File: src/rtl/gcd_traffic_gen.sv
// Purpose: requester-side traffic generator for the GCD coprocessor; issues LCG operand pairs, folds results into a checksum.
// Latency: start handshake in cycle N -> first operands_val in N+1; last result in cycle M -> done/final checksum in M+1.
// Backpressure: operands hold while operands_rdy=0; issue stalls at MAX_OUT outstanding; result_rdy is high for the whole batch.
//
// Ports:
//   clk, reset            clock, asynchronous active-high reset
//   start_val/start_rdy   start command handshake; start_count = batch length, start_seed = LCG seed
//   operands_val/_rdy     operand pair handshake; operands_bits_A/B = low/high OPW bits of the LCG state
//   result_val/_rdy       result handshake; result_bits = GCD returned by the coprocessor
//   done                  level, high while the batch is complete
//   checksum              rotate-left-by-one then XOR of every accepted result, in order
//   err                   sticky: a result was presented with nothing outstanding
//   issued, received      per-batch request/result counters
module gcd_traffic_gen #(
  parameter int W       = 32,
  parameter int OPW     = 8,
  parameter int MAX_OUT = 4
) (
  input  logic         clk,
  input  logic         reset,
  input  logic         start_val,
  output logic         start_rdy,
  input  logic [15:0]  start_count,
  input  logic [W-1:0] start_seed,
  output logic         operands_val,
  output logic [W-1:0] operands_bits_A,
  output logic [W-1:0] operands_bits_B,
  input  logic         operands_rdy,
  input  logic         result_val,
  input  logic [W-1:0] result_bits,
  output logic         result_rdy,
  output logic         done,
  output logic [W-1:0] checksum,
  output logic         err,
  output logic [15:0]  issued,
  output logic [15:0]  received
);

  typedef enum logic [1:0] {
    S_IDLE = 2'd0,
    S_RUN  = 2'd1,
    S_DONE = 2'd2
  } state_t;

  // MAX_OUT is at most 15, so four bits always hold the outstanding count.
  localparam int            OW        = 4;
  localparam logic [OW-1:0] MAX_OUT_L = OW'(MAX_OUT);
  localparam logic [W-1:0]  LCG_MUL   = W'(32'd1664525);
  localparam logic [W-1:0]  LCG_ADD   = W'(32'd1013904223);

  state_t        state_q, state_d;
  logic [15:0]   count_q, count_d;
  logic [W-1:0]  gen_q, gen_d;
  logic [W-1:0]  checksum_q, checksum_d;
  logic [15:0]   issued_q, issued_d;
  logic [15:0]   received_q, received_d;
  logic [OW-1:0] outst_q, outst_d;
  logic          err_q, err_d;

  logic start_fire;
  logic issue_fire;
  logic result_fire;

  // Handshake-side outputs decode registered state only, so no input reaches an output combinationally.
  assign start_rdy    = (state_q == S_IDLE) || (state_q == S_DONE);
  assign result_rdy   = (state_q == S_RUN);
  assign done         = (state_q == S_DONE);
  assign operands_val = (state_q == S_RUN) && (issued_q < count_q) && (outst_q < MAX_OUT_L);

  // Operands are slices of the registered generator state; it only advances on an accepted issue,
  // so A/B are stable for as long as the coprocessor stalls.
  assign operands_bits_A = {{(W-OPW){1'b0}}, gen_q[OPW-1:0]};
  assign operands_bits_B = {{(W-OPW){1'b0}}, gen_q[W-1:W-OPW]};

  assign checksum = checksum_q;
  assign err      = err_q;
  assign issued   = issued_q;
  assign received = received_q;

  assign start_fire  = start_val && start_rdy;
  assign issue_fire  = operands_val && operands_rdy;
  assign result_fire = result_val && result_rdy;

  always_ff @(posedge clk or posedge reset) begin
    if (reset) begin
      state_q    <= S_IDLE;
      count_q    <= '0;
      gen_q      <= '0;
      checksum_q <= '0;
      issued_q   <= '0;
      received_q <= '0;
      outst_q    <= '0;
      err_q      <= 1'b0;
    end else begin
      state_q    <= state_d;
      count_q    <= count_d;
      gen_q      <= gen_d;
      checksum_q <= checksum_d;
      issued_q   <= issued_d;
      received_q <= received_d;
      outst_q    <= outst_d;
      err_q      <= err_d;
    end
  end

  always_comb begin
    state_d    = state_q;
    count_d    = count_q;
    gen_d      = gen_q;
    checksum_d = checksum_q;
    issued_d   = issued_q;
    received_d = received_q;
    outst_d    = outst_q;
    err_d      = err_q;

    // A result with nothing in flight is a protocol violation in any state; a new start does not clear it.
    if (result_val && (outst_q == '0)) begin
      err_d = 1'b1;
    end

    case (state_q)
      S_IDLE, S_DONE: begin
        if (start_fire) begin
          count_d    = start_count;
          gen_d      = start_seed;
          checksum_d = '0;
          issued_d   = '0;
          received_d = '0;
          outst_d    = '0;
          state_d    = (start_count == 16'd0) ? S_DONE : S_RUN;
        end
      end

      S_RUN: begin
        if (issue_fire) begin
          gen_d    = gen_q * LCG_MUL + LCG_ADD;
          issued_d = issued_q + 16'd1;
        end

        if (result_fire) begin
          checksum_d = {checksum_q[W-2:0], checksum_q[W-1]} ^ result_bits;
          received_d = received_q + 16'd1;
          if ((received_q + 16'd1) == count_q) begin
            state_d = S_DONE;
          end
        end

        // Simultaneous issue and receive leave the count unchanged. A stray result with
        // nothing outstanding is flagged above and must not wrap the counter.
        if (issue_fire && !result_fire) begin
          outst_d = outst_q + 4'd1;
        end else if (!issue_fire && result_fire && (outst_q != '0)) begin
          outst_d = outst_q - 4'd1;
        end
      end

      default: begin
        state_d = S_IDLE;
      end
    endcase
  end

endmodule

File: config.mk
export PLATFORM = sky130hd
export DESIGN_NAME = gcd_traffic_gen
export DESIGN_NICKNAME = d
export VERILOG_FILES = /design/src/rtl/gcd_traffic_gen.sv
export SDC_FILE = /design/constraint.sdc
export NUM_CORES = 1
export LEC_CHECK = 0
export ABC_AREA = 1
export CAP_MARGIN = 10
export CORE_UTILIZATION = 40
export CTS_BUF_LIST = sky130_fd_sc_hd__clkbuf_8
export CTS_CLUSTER_SIZE = 20
export DETAILED_ROUTE_END_ITERATION = 6
export SETUP_SLACK_MARGIN = 0.05
export SYNTH_ARGS = -nofsm -noshare
export SYNTH_HDL_FRONTEND = slang
export SYNTH_SLANG_ARGS = --single-unit
File: constraint.sdc
create_clock -name clk -period 6.6 [get_ports clk]
set_input_delay 1.32 -clock clk [delete_from_list [all_inputs] [get_ports clk]]
set_output_delay 1.32 -clock clk [all_outputs]
set_load 0.05 [all_outputs]
==> Yosys cells after proc, flatten, opt, wreduce, memory -nomap -nowiden <==
Index checks and enable logic that the tools add are counted.
{ "op_classes": {"addsub": 5, "multipliers": 1, "div_mod_pow": 0, "magnitude_cmp": 2, "n_eq_ne": 8, "n_shift": 0, "n_mux": 20, "n_bitwise": 1, "reduce_logical": 23} }
{ "ops": {"columns": ["operator", "count"], "rows": [
  ["2-to-1 mux 32 bit", 4],
  ["one-hot mux 32 bit (2 select lines)", 2],
  ["one-hot mux 16 bit (2 select lines)", 2],
  ["2-to-1 mux 16 bit", 3],
  ["adder 16 x 1 -> 16 bit, second input constant", 2],
  ["adder 32 x 30 -> 32 bit, second input constant", 1],
  ["multiplier 32 x 21 -> 32 bit, second input constant", 1],
  ["XOR 32 bit", 1],
  ["== test 16 bit", 1],
  ["zero test 16 bit", 1],
  ["less-than comparator 16 bit", 1],
  ["2-to-1 mux 4 bit", 3],
  ["AND reduction 3 bit", 4],
  ["logical AND 1 bit", 9],
  ["2-to-1 mux 2 bit", 4],
  ["one-hot mux 4 bit (2 select lines)", 1],
  ["inequality test 2 x 1 -> 1 bit, second input constant", 3],
  ["adder 4 x 1 -> 4 bit, second input constant", 1],
  ["zero test 4 bit", 1],
  ["less-than comparator 4 x 3 -> 1 bit, second input constant", 1],
  ["one-hot mux 2 bit (2 select lines)", 1],
  ["nonzero test 4 bit", 1],
  ["subtractor 4 x 1 -> 4 bit, second input constant", 1],
  ["inequality test 3 x 1 -> 1 bit, second input constant", 1],
  ["other kinds (9)", 10]
]} }
{ "totals": {"ff_bits": 119, "latchBits": 0, "ramBits": 0, "mem_bits_ro": 0, "input_bits": 85, "elab_cells": 68, "mem_count": 0} }

==> Depth between registers and ports, before layout <==
Gate-level depths: netlist of the first run.
{ "logic_depth": {"ltp_word": 10, "ltp_mapped": 28} }

==> Least setup slack after synthesis of the first run <==
No wires, ideal clock.
{ "synth_path": {"path_kind": "flip-flop to flip-flop", "start": "reg gen_q[1]", "end": "reg gen_q[26]", "setup_time_ns": 0.127, "t_arrival_ns": 5.493, "t_required_ns": 6.473, "setup_slack_ns": 0.980, "stages_incl_launch_ff": 22, "n_path_buf": 0, "path_cell_list": "dfrtp_1 > inv_1 > ha_1 > xnor2_1 > ha_1 > fa_1 > inv_1 > fa_1 > inv_1 > fa_1 > fa_1 > inv_1 > fa_1 > inv_1 > ha_1 > a21oi_1 > o21ai_0 > a21oi_1 > nand3_1 > or2_2 > a21oi_1 > o22ai_1"} }
{ "synth_via": {"elab_chain_cells": 4} }
{ "synth_lines": {"columns": ["element", "line", "text"], "rows": [
  ["start: declaration", "53", "logic [W-1:0] gen_q, gen_d;"],
  ["start signal: assignment", "97", "gen_q <= gen_d;"],
  ["multiplier 32 x 21 -> 32 bit", "136", "gen_d = gen_q * LCG_MUL + LCG_ADD;"],
  ["adder 32 x 30 -> 32 bit", "136", null],
  ["2-to-1 mux 32 bit", "135", "if (issue_fire) begin"],
  ["one-hot mux 32 bit (2 select lines)", "121", "case (state_q)"]
]} }
No other way between the ends. The select of a mux whose other input is x is not followed.
A chain may end at the register's enable or synchronous reset.

==> Worst setup path in the final report of the first run <==
{ "layout_path": {"start": "reg gen_q[4]", "end": "reg gen_q[19]"} }
The elaborated chain is that of the path after synthesis.

==> flow_summary.ini, run 1 <==
[global_routing]
first_global_vias = 12162
grt.total_usage_pct = 24.8
gr-usage-met1_pct = 32.9
grt_overflow = 0
globalRouteMet2Util_pct = 42.3
grt_pass1_wl_um = 68500
grt_max_degree = 61
antenna_found_initial = 0
grt_use_met3_pct = 3.47
top_usage_layer = met2

[sta]
fmax_mhz = 162
rsz0062_at_grt = no
period_needed_ns = 6.19
fin_tns_setup_ns = 0
tightestPinTransition_ns = 0.868
clock_skew_ns = 0.0126
slew_viol_final = 0
final_hold_viol_count = 0
setup_violations = 0
min_period_over_period_pct = 93.8
max-slew-margin-rel_pct = 42.2

[final_layout]
antenna_cells = 0
fin_nets = 2346
finish.instance_area_um2 = 16700
syn2layout_area_growth_pct = 16.6
fillers = 3467
layout_commonest_cell = inv_1
drive_above_1_share_pct = 3.47
multiInputGateArea_um2 = 9500
final_cell_mix = inv_1 (374), nand2_1 (334), ha_1 (179), clkdlybuf4s50_1 (169), fa_1 (138)
register_area_um2 = 2980

[synth]
syn_inst = 1789
synth_top_area_share_pct = 20.8
synth-seq-cells = 119
async_flop_share_pct = 100
yosysWarnings = 0
synth_edf_count = 0
synth.yosys.seq_area_share_pct = 20.8
syn_area_um2 = 14300
ys_top_cells_by_area = dfrtp_1 (21%), fa_1 (19%), ha_1 (16%), inv_1 (9.8%), nand2_1 (8.8%)
avgSynthCellArea_um2 = 8.00
synth_flop_cell = dfrtp_1
synth_area_leader_cell = dfrtp_1
yosysUniqueCellTypes = 37

[drt]
wl_um = 43200
drc = 0
num_vias = 11834
drt_iter0_markers = 726
wire_per_inst_um = 17.9
dr.pass1.iters = 5
viasPerCell = 4.91
ant_nets = 0

[cts]
cts_hold_buffers = 0
clk_root_buffer_cell = clkbuf_8
post_cts_buffers = 0
insertion_delay_ns = 0.47
cts_inserted_buffers = 17
htreeDepth = 4
clock-sinks = 119
clkTransAtPathRegs_ns = 0.09
cts_buffer_depth = 2
cts_tree = yes

[worst_setup_path]
cp.required_ns = 7.00
max_stage_delay_ns = 0.56
crit_arrival_ns = 6.59
cp_slowest_cell = fa_1
cp_max_fo = 7
cp_common_cell = inv_1
cp-end-kind = register
critPathKind = register to register
path_cells = ha_1 > ha_1 > inv_1 > fa_1 > inv_1 > fa_1 > inv_1 > fa_1 > inv_1 > fa_1 > inv_1 > fa_1 > inv_1 > ha_1 > a21oi_1 > a21boi_0 > o21ai_0 > a21o_1 > nand2_1 > nand2_1 > o21ai_2 > nand2_1 > o21ai_0
cp-start-kind = register

[placement]
dp_hpwl_um = 35800
gp_congestion = 0.949
place_area_um2 = 16300
numPortBuffers = 169

[die]
rows = 68
initial_core_util_pct = 41.0
die_height_um = 191
core_um2 = 34900
die-area_um2 = 36600
ios = 218
die_w_um = 191

[hold_path]
hp-class = register to register

[outcome]
status = completed

[flow_run]
drv_cap = 0
## per-stage QoR
stage / util (%) / setup WS (ns) / cells / hold slack, ns
after floorplan: - / 0.980 / 1836 / 0.456
after global placement: 46.6 / 0.172 / 2380 / 0.446
after detailed placement: 46.6 / 0.185 / 2380 / 0.454
after CTS: 47.8 / 0.140 / 2412 / 0.478
after global routing: 47.8 / 0.0664 / 2412 / 0.490
final: 47.8 / 0.412 / 2412 / 0.471
## final timing paths
kind / endpoint / slack [ns] / start / cells after the start
worst max-delay path: gen_q[19] / 0.41 / gen_q[4] / 23
worst min-delay path: err / 0.47 / err / 1
worst max register to register: gen_q[19] / 0.41 / gen_q[4] / 23
worst min register to register: err / 0.47 / err / 1
max in group asynchronous: outst_q[1] / 4.21 / reset / 3
min in group asynchronous: checksum[4] / 1.17 / reset / 2
## flip-flops by register name, indices dropped and copies added, names as in the netlist
register	flops
checksum	32
gen_q	32
count_q	16
issued	16
received	16
outst_q	4
state_q	2
err	1
## critical path, delay by kind of cell (launching register included)
kind                       cells  cell delay (ns)
AOI/OAI and AO/OA              6             1.34
adders and majority gates      8             3.71
DFF                            1             0.51
and+or+nand+nor                3             0.20
buffers and inverters          6             0.36
## cells in the mapped netlist, types with 9 or more instances
library cell and count:
dfrtp_1 119, o22ai_1 13, nand3_1 77, a21oi_1 59
clkbuf_1 14, fa_1 138, a31oi_1 17, xor2_1 27
o21ai_0 111, inv_1 374, nand4_1 21, xnor2_1 44
nand2_1 334, buf_4 66, nor3_1 17, buf_2 13
ha_1 179, nor2_1 108, o21ai_1 9
## routing by layer
| layer | part of all wire [%] | wire length, µm |
|---|---|---|
| met1 | 45 | 19300 |
| met2 | 49 | 21400 |
| met3 | 4.0 | 1730 |
| met4 | 1.8 | 785 |
| met5 | 0 | 0 |
## kinds of logic (layout without fill, tap and decap cells)
family                     Yosys count  in the layout  share of synthesized area (%)
xor gates and xnor gates            71             71                           4.34
other                                1             48                         0.0262
DFF                                119            119                           20.8
adders and majority gates          317            317                           34.9
buffers and inverters              470            591                           14.2
AOI/OAI and AO/OA                  226            226                           8.46
and+or+nand+nor                    585            585                           17.2
## what timing repair did
| action | CTS | global route |
|---|---|---|
| gates resized for setup | 0 | 5 |
| hold endpoints to repair | 0 | 0 |
| endpoints found under the setup margin | 0 | 2 |
## final cells by class
class | count | area share [%]
Clock buffer | 18 | 1.48
Tap cell | 455 | 3.41
Multi-Input combinational cell | 1247 | 56.9
Inverter | 376 | 8.47
Clock inverter | 14 | 1.03
Timing Repair Buffer | 183 | 10.8
Sequential cell | 119 | 17.9
Power of run 1 is left out: the tool's default activity adds up to more than one toggle a clock period on the data nets, which glitch-free logic cannot reach.
==> inputs of run 2 (changes only) <==
--- a/config.mk
+++ b/config.mk
@@ -12,6 +12,7 @@
 export CTS_CLUSTER_SIZE = 20
 export DETAILED_ROUTE_END_ITERATION = 6
 export SETUP_SLACK_MARGIN = 0.05
+export SLEW_MARGIN = 20
 export SYNTH_ARGS = -nofsm -noshare
 export SYNTH_HDL_FRONTEND = slang
 export SYNTH_SLANG_ARGS = --single-unit
==> results of run 2 <==
The final DEF is identical to that of run 1; final timing and power are the same.
Power of run 2 is left out for the same reason.
